[src/rtl/serial_arith_pkg.sv]
// Shared types and sizing helpers for the bit-serial arithmetic blocks.
package serial_arith_pkg;

    // Sequencer states; encoding 2'b11 is illegal and recovers to IDLE.
    typedef enum logic [1:0] {
        IDLE = 2'b00,
        RUN  = 2'b01,
        DONE = 2'b10
    } state_t;

    // Bit-counter width for a WIDTH-bit serial operation (never below one bit).
    function automatic int unsigned cnt_width(input int unsigned w);
        return (w < 3) ? 1 : $clog2(w);
    endfunction

endpackage

[src/rtl/fa_bit.sv]
// Single-bit full adder built from two half-adder stages and an OR.
module fa_bit (
    input  logic a,
    input  logic b,
    input  logic ci,
    output logic s,
    output logic co
);

    logic s1;
    logic c1;
    logic c2;

    // First half adder on the operand bits, second folds in the carry.
    always_comb begin
        s1 = a ^ b;
        c1 = a & b;
        s  = s1 ^ ci;
        c2 = s1 & ci;
        co = c1 | c2;
    end

endmodule

[src/rtl/serial_addsub.sv]
// Bit-serial adder/subtractor: LSB-first through one full-adder cell,
// WIDTH RUN cycles per operation, results held until the next operation.
module serial_addsub
    import serial_arith_pkg::*;
#(
    parameter int unsigned WIDTH = 8
) (
    input  logic             clk,
    input  logic             rst,
    input  logic             start,
    input  logic             sub,
    input  logic             cin,
    input  logic [WIDTH-1:0] a,
    input  logic [WIDTH-1:0] b,
    output logic             ready,
    output logic             busy,
    output logic             done,
    output logic [WIDTH-1:0] sum,
    output logic             cout,
    output logic             ovf
);

    localparam int unsigned  CW   = cnt_width(WIDTH);
    localparam logic [CW-1:0] LAST = CW'(WIDTH - 1);

    state_t           state;
    logic [WIDTH-1:0] a_sh;
    logic [WIDTH-1:0] b_sh;
    logic             c;
    logic [CW-1:0]    cnt;
    logic             s_bit;
    logic             c_next;

    // The one shared adder cell works on the current LSBs and the carry.
    fa_bit u_fa (
        .a  (a_sh[0]),
        .b  (b_sh[0]),
        .ci (c),
        .s  (s_bit),
        .co (c_next)
    );

    // Sequencer, operand shifters, carry, counter and registered outputs.
    always_ff @(posedge clk or posedge rst) begin
        if (rst) begin
            state <= IDLE;
            ready <= 1'b1;
            busy  <= 1'b0;
            done  <= 1'b0;
            sum   <= '0;
            cout  <= 1'b0;
            ovf   <= 1'b0;
            a_sh  <= '0;
            b_sh  <= '0;
            c     <= 1'b0;
            cnt   <= '0;
        end else begin
            case (state)
                IDLE: begin
                    if (start) begin
                        // Subtraction is a + ~b + 1, so invert B and seed carry.
                        a_sh  <= a;
                        b_sh  <= sub ? ~b : b;
                        c     <= sub ? 1'b1 : cin;
                        cnt   <= '0;
                        state <= RUN;
                        ready <= 1'b0;
                        busy  <= 1'b1;
                    end
                end
                RUN: begin
                    sum  <= {s_bit, sum[WIDTH-1:1]};
                    a_sh <= {1'b0, a_sh[WIDTH-1:1]};
                    b_sh <= {1'b0, b_sh[WIDTH-1:1]};
                    c    <= c_next;
                    cnt  <= cnt + CW'(1);
                    if (cnt == LAST) begin
                        // MSB edge: carry-out and carry-in/out disagreement.
                        cout  <= c_next;
                        ovf   <= c ^ c_next;
                        state <= DONE;
                        busy  <= 1'b0;
                        done  <= 1'b1;
                    end
                end
                DONE: begin
                    state <= IDLE;
                    done  <= 1'b0;
                    ready <= 1'b1;
                end
                default: begin
                    state <= IDLE;
                    ready <= 1'b1;
                    busy  <= 1'b0;
                    done  <= 1'b0;
                end
            endcase
        end
    end

endmodule

[config.mk]
export PLATFORM = sky130hd
export DESIGN_NAME = serial_addsub
export DESIGN_NICKNAME = d
export VERILOG_FILES = /design/src/rtl/serial_arith_pkg.sv /design/src/rtl/fa_bit.sv /design/src/rtl/serial_addsub.sv
export SDC_FILE = /design/constraint.sdc
export NUM_CORES = 1
export LEC_CHECK = 0
export CAP_MARGIN = 40
export CORE_MARGIN = 1
export CORE_UTILIZATION = 30
export CTS_CLUSTER_DIAMETER = 80
export DETAILED_ROUTE_END_ITERATION = 6
export GPL_ROUTABILITY_DRIVEN = 0
export SLEW_MARGIN = 20
export SYNTH_ARGS = -nofsm -noshare
export SYNTH_HDL_FRONTEND = slang
export SYNTH_SLANG_ARGS = --single-unit
[constraint.sdc]
create_clock -name clk -period 1.9 [get_ports clk]
set_input_delay 0.38 -clock clk [delete_from_list [all_inputs] [get_ports clk]]
set_output_delay 0.38 -clock clk [all_outputs]
set_load 0.01 [all_outputs]
# Yosys cells after proc, flatten, opt, wreduce, memory -nomap -nowiden
# Index checks and enable logic that the tools add are counted.
# W data, S select, Z words.
# totals
elab_cells,55
regBits,35
in_bits,21
out_inout_bits,13
# classes
reduce_logical,8
n_eq_ne,5
bitwise,10
mux,20
add_sub_neg,1
# ops
cell,count
$pmux W8 S2,2
$mux W8,3
$reduce_and A2 Y1,5
$not A8 Y8,1
$mux W1,6
$pmux W1 S2,3
$pmux W3 S2,1
$mux W2,2
$ne A2 B2 Y1 const B,2
$pmux W2 S2,1
$add A3 B1 Y3 const B,1
$eq A3 B3 Y1 const B,1
$mux W3,1
$not A1 Y1,3
$pmux W1 S3,1
$reduce_and A3 Y1,1
$xor A1 B1 Y1,3
$and A1 B1 Y1,2
$eq A2 B1 Y1 const B,1
$eq A2 B2 Y1 const B,1
$logic_not A2 Y1,1
$reduce_bool A2 Y1,1
$or A1 B1 Y1,1

# Depth between registers and ports, before layout
# depth
ltp_word,4
depth_mapped,6
ltp_nobuf,5

# Cells and area by module
# A second synthesis with hierarchy kept.
# unflattened
hier_cells,147
area_unflattened_um2,1656.6
# by_module_without_submodules
mod,seq_area_each_um2,area_per_inst_um2,n_inst,cells_per_inst
serial_addsub,877.1,1636.6,1,146
fa_bit,0.0,20.0,1,1

# Worst setup path before layout
# OpenSTA, ideal clock, no wires.
# synth_path
path_kind,flip-flop to flip-flop
start,reg cnt[0]
end,reg cout
synth_period_minus_slack_ns,1.326
path_slack_ns,0.574
setup_time_ns,0.125
path_buffers,0
required_ns,1.775
arrival_time_ns,1.201
path_stages_with_launch,5
path_cell_list,dfrtp_1 -> ha_1 -> ha_1 -> and2_4 -> mux2_4
# synth_via
elab_chain_cells,2
# synth_lines
element,line,source
"start, declared",serial_addsub.sv:30,logic [CW-1:0] cnt;
"start signal, assigned",serial_addsub.sv:76,cnt <= cnt + CW'(1);
$eq A3 B3 Y1,serial_addsub.sv:77,if (cnt == LAST) begin
$reduce_and A2 Y1 (no line),n/a,
"end signal, assigned",serial_addsub.sv:79,cout <= c_next;
"end, declared",serial_addsub.sv:19,"output logic cout,"
# No other way between the ends.
# A chain may end at the register's enable or synchronous reset.

# Worst setup path after layout
# layout_path
start,reg ready
end,out ready
# layout_rtl
element,line,source
"start, declared",serial_addsub.sv:15,"output logic ready,"
"start signal, assigned",serial_addsub.sv:47,ready <= 1'b1;
"start signal, assigned",serial_addsub.sv:67,ready <= 1'b0;
"start signal, assigned",serial_addsub.sv:89,ready <= 1'b1;
# No word-level cell between the ends.

==> results.md <==
- Layout net count: 209
- Mapped Cells: about 150
- Syn_area_per_cell: around 11 um2
- Number of flops mapped to enable cells by yosys: 0
- Worst setup margin: 0.187 ns
- Rows: 26
- CP Class: flop to primary output
- Synth Cell Area: 1690 um2
- Boundary Pins: 34
- Final worst path period need: 1.71 ns
- MaxCap Viol Count: 0
- Async SR Flop Fraction: 1.00
- # clock sinks: 35
- Antenna violations before repair: 0
- Final setup TNS: 0 ns
- Period utilization: 0.902
- Synth warn: 0
- Setup violators final: 0
- Core area: 5270 um2
- Worst slack, placed: 0.0742 ns
- WP data required: 1.52 ns
- Post-layout util: 0.423
- Post-synth top cells: dfrtp_1 (34), nand2_1 (19), a21oi_1 (12), o21ai_0 (12), mux2_2 (9)
- First-pass GRT wire length: slightly below 6000 um
- CTS clk-pin slew, worst paths: ~0.070 ns
- Skew-Pair Late Insertion Delay: 0.29 ns
- PnR Total Power: 3.33 mW
- DP HPWL: 2320 um
- Post-CTS Repair Setup Buffers: 0
- Pin count of the biggest net entering global routing: 36
- Peak VDD IR: 0.779 mV
- Initial DRC count: 67
- Worst Max-Slew Pin Slew: 0.443 ns
- Filler instances: 530
- H-tree Lvls: 2
- Post-synth top area share: 0.502
- Post_cts resized: 0
- CTS tree: yes
- Die X: 77.1 um
- Synth unique cells: 29
- Slew headroom: 0.705
- Post-synthesis register bit count: 35
- Root Buffer: clkbuf_8
- Family with the most delay on the worst path: flip-flops
- Area contributors post-synth: dfrtp_1 (50%), mux2_2 (6.0%), o221ai_2 (4.4%)
- Crit path largest cell delay: 0.53 ns
- Worst Setup End Kind: primary output
- Clk_skew: 0.00898 ns
- Finished Layout Cells: approximately 260
- Worst-case clock buffer depth: 2
- Worst path bufs/invs: 1
- Inserted Clock Buffers: 5
- CP Launch Type: flop
- Top_reg_cell synth: dfrtp_1
- Syn Nets: ~170
- Starting Density: 0.321
- Run status: complete, no violations
- Die area: 5950 um2
- Maximum fanout along the worst path: 2
- Design Area, Final: 2230 um2
- Min-delay worst type: flop to flop
- Leakage power: 0.936 nW
- Vias in the first global route: about 1,200
- Cell breakdown of the critical path: clkdlybuf4s50_1
- Via Count: 1,185
- Cell area power density: 1500 nW/um2
- CP arrival: approximately 1.3 ns
- Final hold violation count: 0
- ANT cells: 0
- Total Wirelength: 3440 um
- Hold-fix buffers, CTS: 0
- FMAX: 0.584 GHz
- Most frequent cell after synthesis: dfrtp_1
- DRT Pass-1 Iters: 4
- Height of the die: between 70 and 80 um
- Port Buf Inserts: 33
- WL per Instance: 13.4 um
- DRC: 0
- Max-slew violation count: 0
- RSZ-0062 raised after global routing: false
- Hold Slack: roughly 0.48 ns
- Register area share after synthesis: 0.518
- Area post-placement: approximately 2100 um2
- GRT Overall Usage: 0.129
- Placed cells: 248
- P&R area growth vs syn: 31.5%
- Avg Vias per Cell: 4.63
- Slowest cell on crit path: dfstp_2
- Layout cells sized above 1: 0.194
- Routed Antenna Nets: 0
- Grt ovf: 0
- Yosys top cell by area: dfrtp_1
==> power breakdown <==
group / switching [mW] / internal [mW] / total, mW
Clock: 0.276 / 0.523 / 0.799
Combinational: 0.529 / 0.725 / 1.25
Sequential: 0.219 / 1.06 / 1.28
==> flip-flops by register name, indices dropped and copies added (netlist names) <==
| name | cells |
|---|---|
| a_sh | 8 |
| b_sh | 8 |
| busy | 1 |
| c | 1 |
| cnt | 3 |
| cout | 1 |
| done | 1 |
| ovf | 1 |
| ready | 1 |
| state | 2 |
| sum | 8 |
==> cells by family after synthesis <==
logic type	Yosys count	synth area share
adder cells (fa/ha/maj)	3	0.0266
XOR/XNOR	9	0.0465
AO/OA/AOI/OAI	40	0.168
AND/OR/NAND/NOR	38	0.121
flip-flops	35	0.518
buffers and inverters	14	0.0517
multiplexers	10	0.0687
==> layout make-up <==
class	instances	area (um2)	share of cell area
multi-input cells	100	729	0.327
well taps	70	87.6	0.0393
repair buffers	41	390	0.175
clock buffers	5	68.8	0.0309
clock inverters	3	67.6	0.0303
flip-flops and latches	35	877	0.394
inverters	2	7.51	0.00337
==> layout by cell type (no fill, tap or decap), types with 2 or more instances in the layout <==
cell	netlist	layout
dfrtp_1	34	34
o221ai_2	5	5
nand2_1	19	19
a22oi_1	5	5
mux2_2	9	9
a21oi_1	12	12
buf_4	0	8
bufinv_16	0	2
and3b_1	3	3
nor2b_1	7	7
clkbuf_8	0	5
o21bai_1	2	2
clkdlybuf4s50_1	0	33
nor2_1	4	4
inv_1	2	2
o21ai_0	12	12
xnor2_1	8	8
ha_1	2	2
a22o_1	2	2
==> tightest hold or removal path, stage by stage, from the launching register on <==
cell,delay (ns)
dfstp_2,0.37
inv_1,0.04
o21bai_1,0.06
==> worst paths after layout <==
check / cells past startpoint / start / end / slack [ns]
max: 1 / ready$_DFFE_PP1P_ / ready / 0.19
min: 2 / ready$_DFFE_PP1P_ / ready$_DFFE_PP1P_ / 0.48
max reg2reg: 3 / state[0]$_DFFE_PP0P_ / cout$_DFFE_PP0P_ / 0.33
min reg2reg: 2 / ready$_DFFE_PP1P_ / ready$_DFFE_PP1P_ / 0.48
max in group asynchronous: 3 / rst / ready$_DFFE_PP1P_ / 1.07
min in group asynchronous: 3 / rst / a_sh[0]$_DFFE_PP0P_ / 0.49
==> per-layer routing <==
metal | up-vias | global-route usage | wire length [um]
met5 | - | 0 | 0
met4 | 0 | 0.0623 | 54
met3 | 5 | 0.0369 | 177
met1 | 566 | 0.180 | 1710
met2 | 28 | 0.181 | 1490
li1 | 586 | - | -
Note: power is estimated with default switching activity, not from simulation.
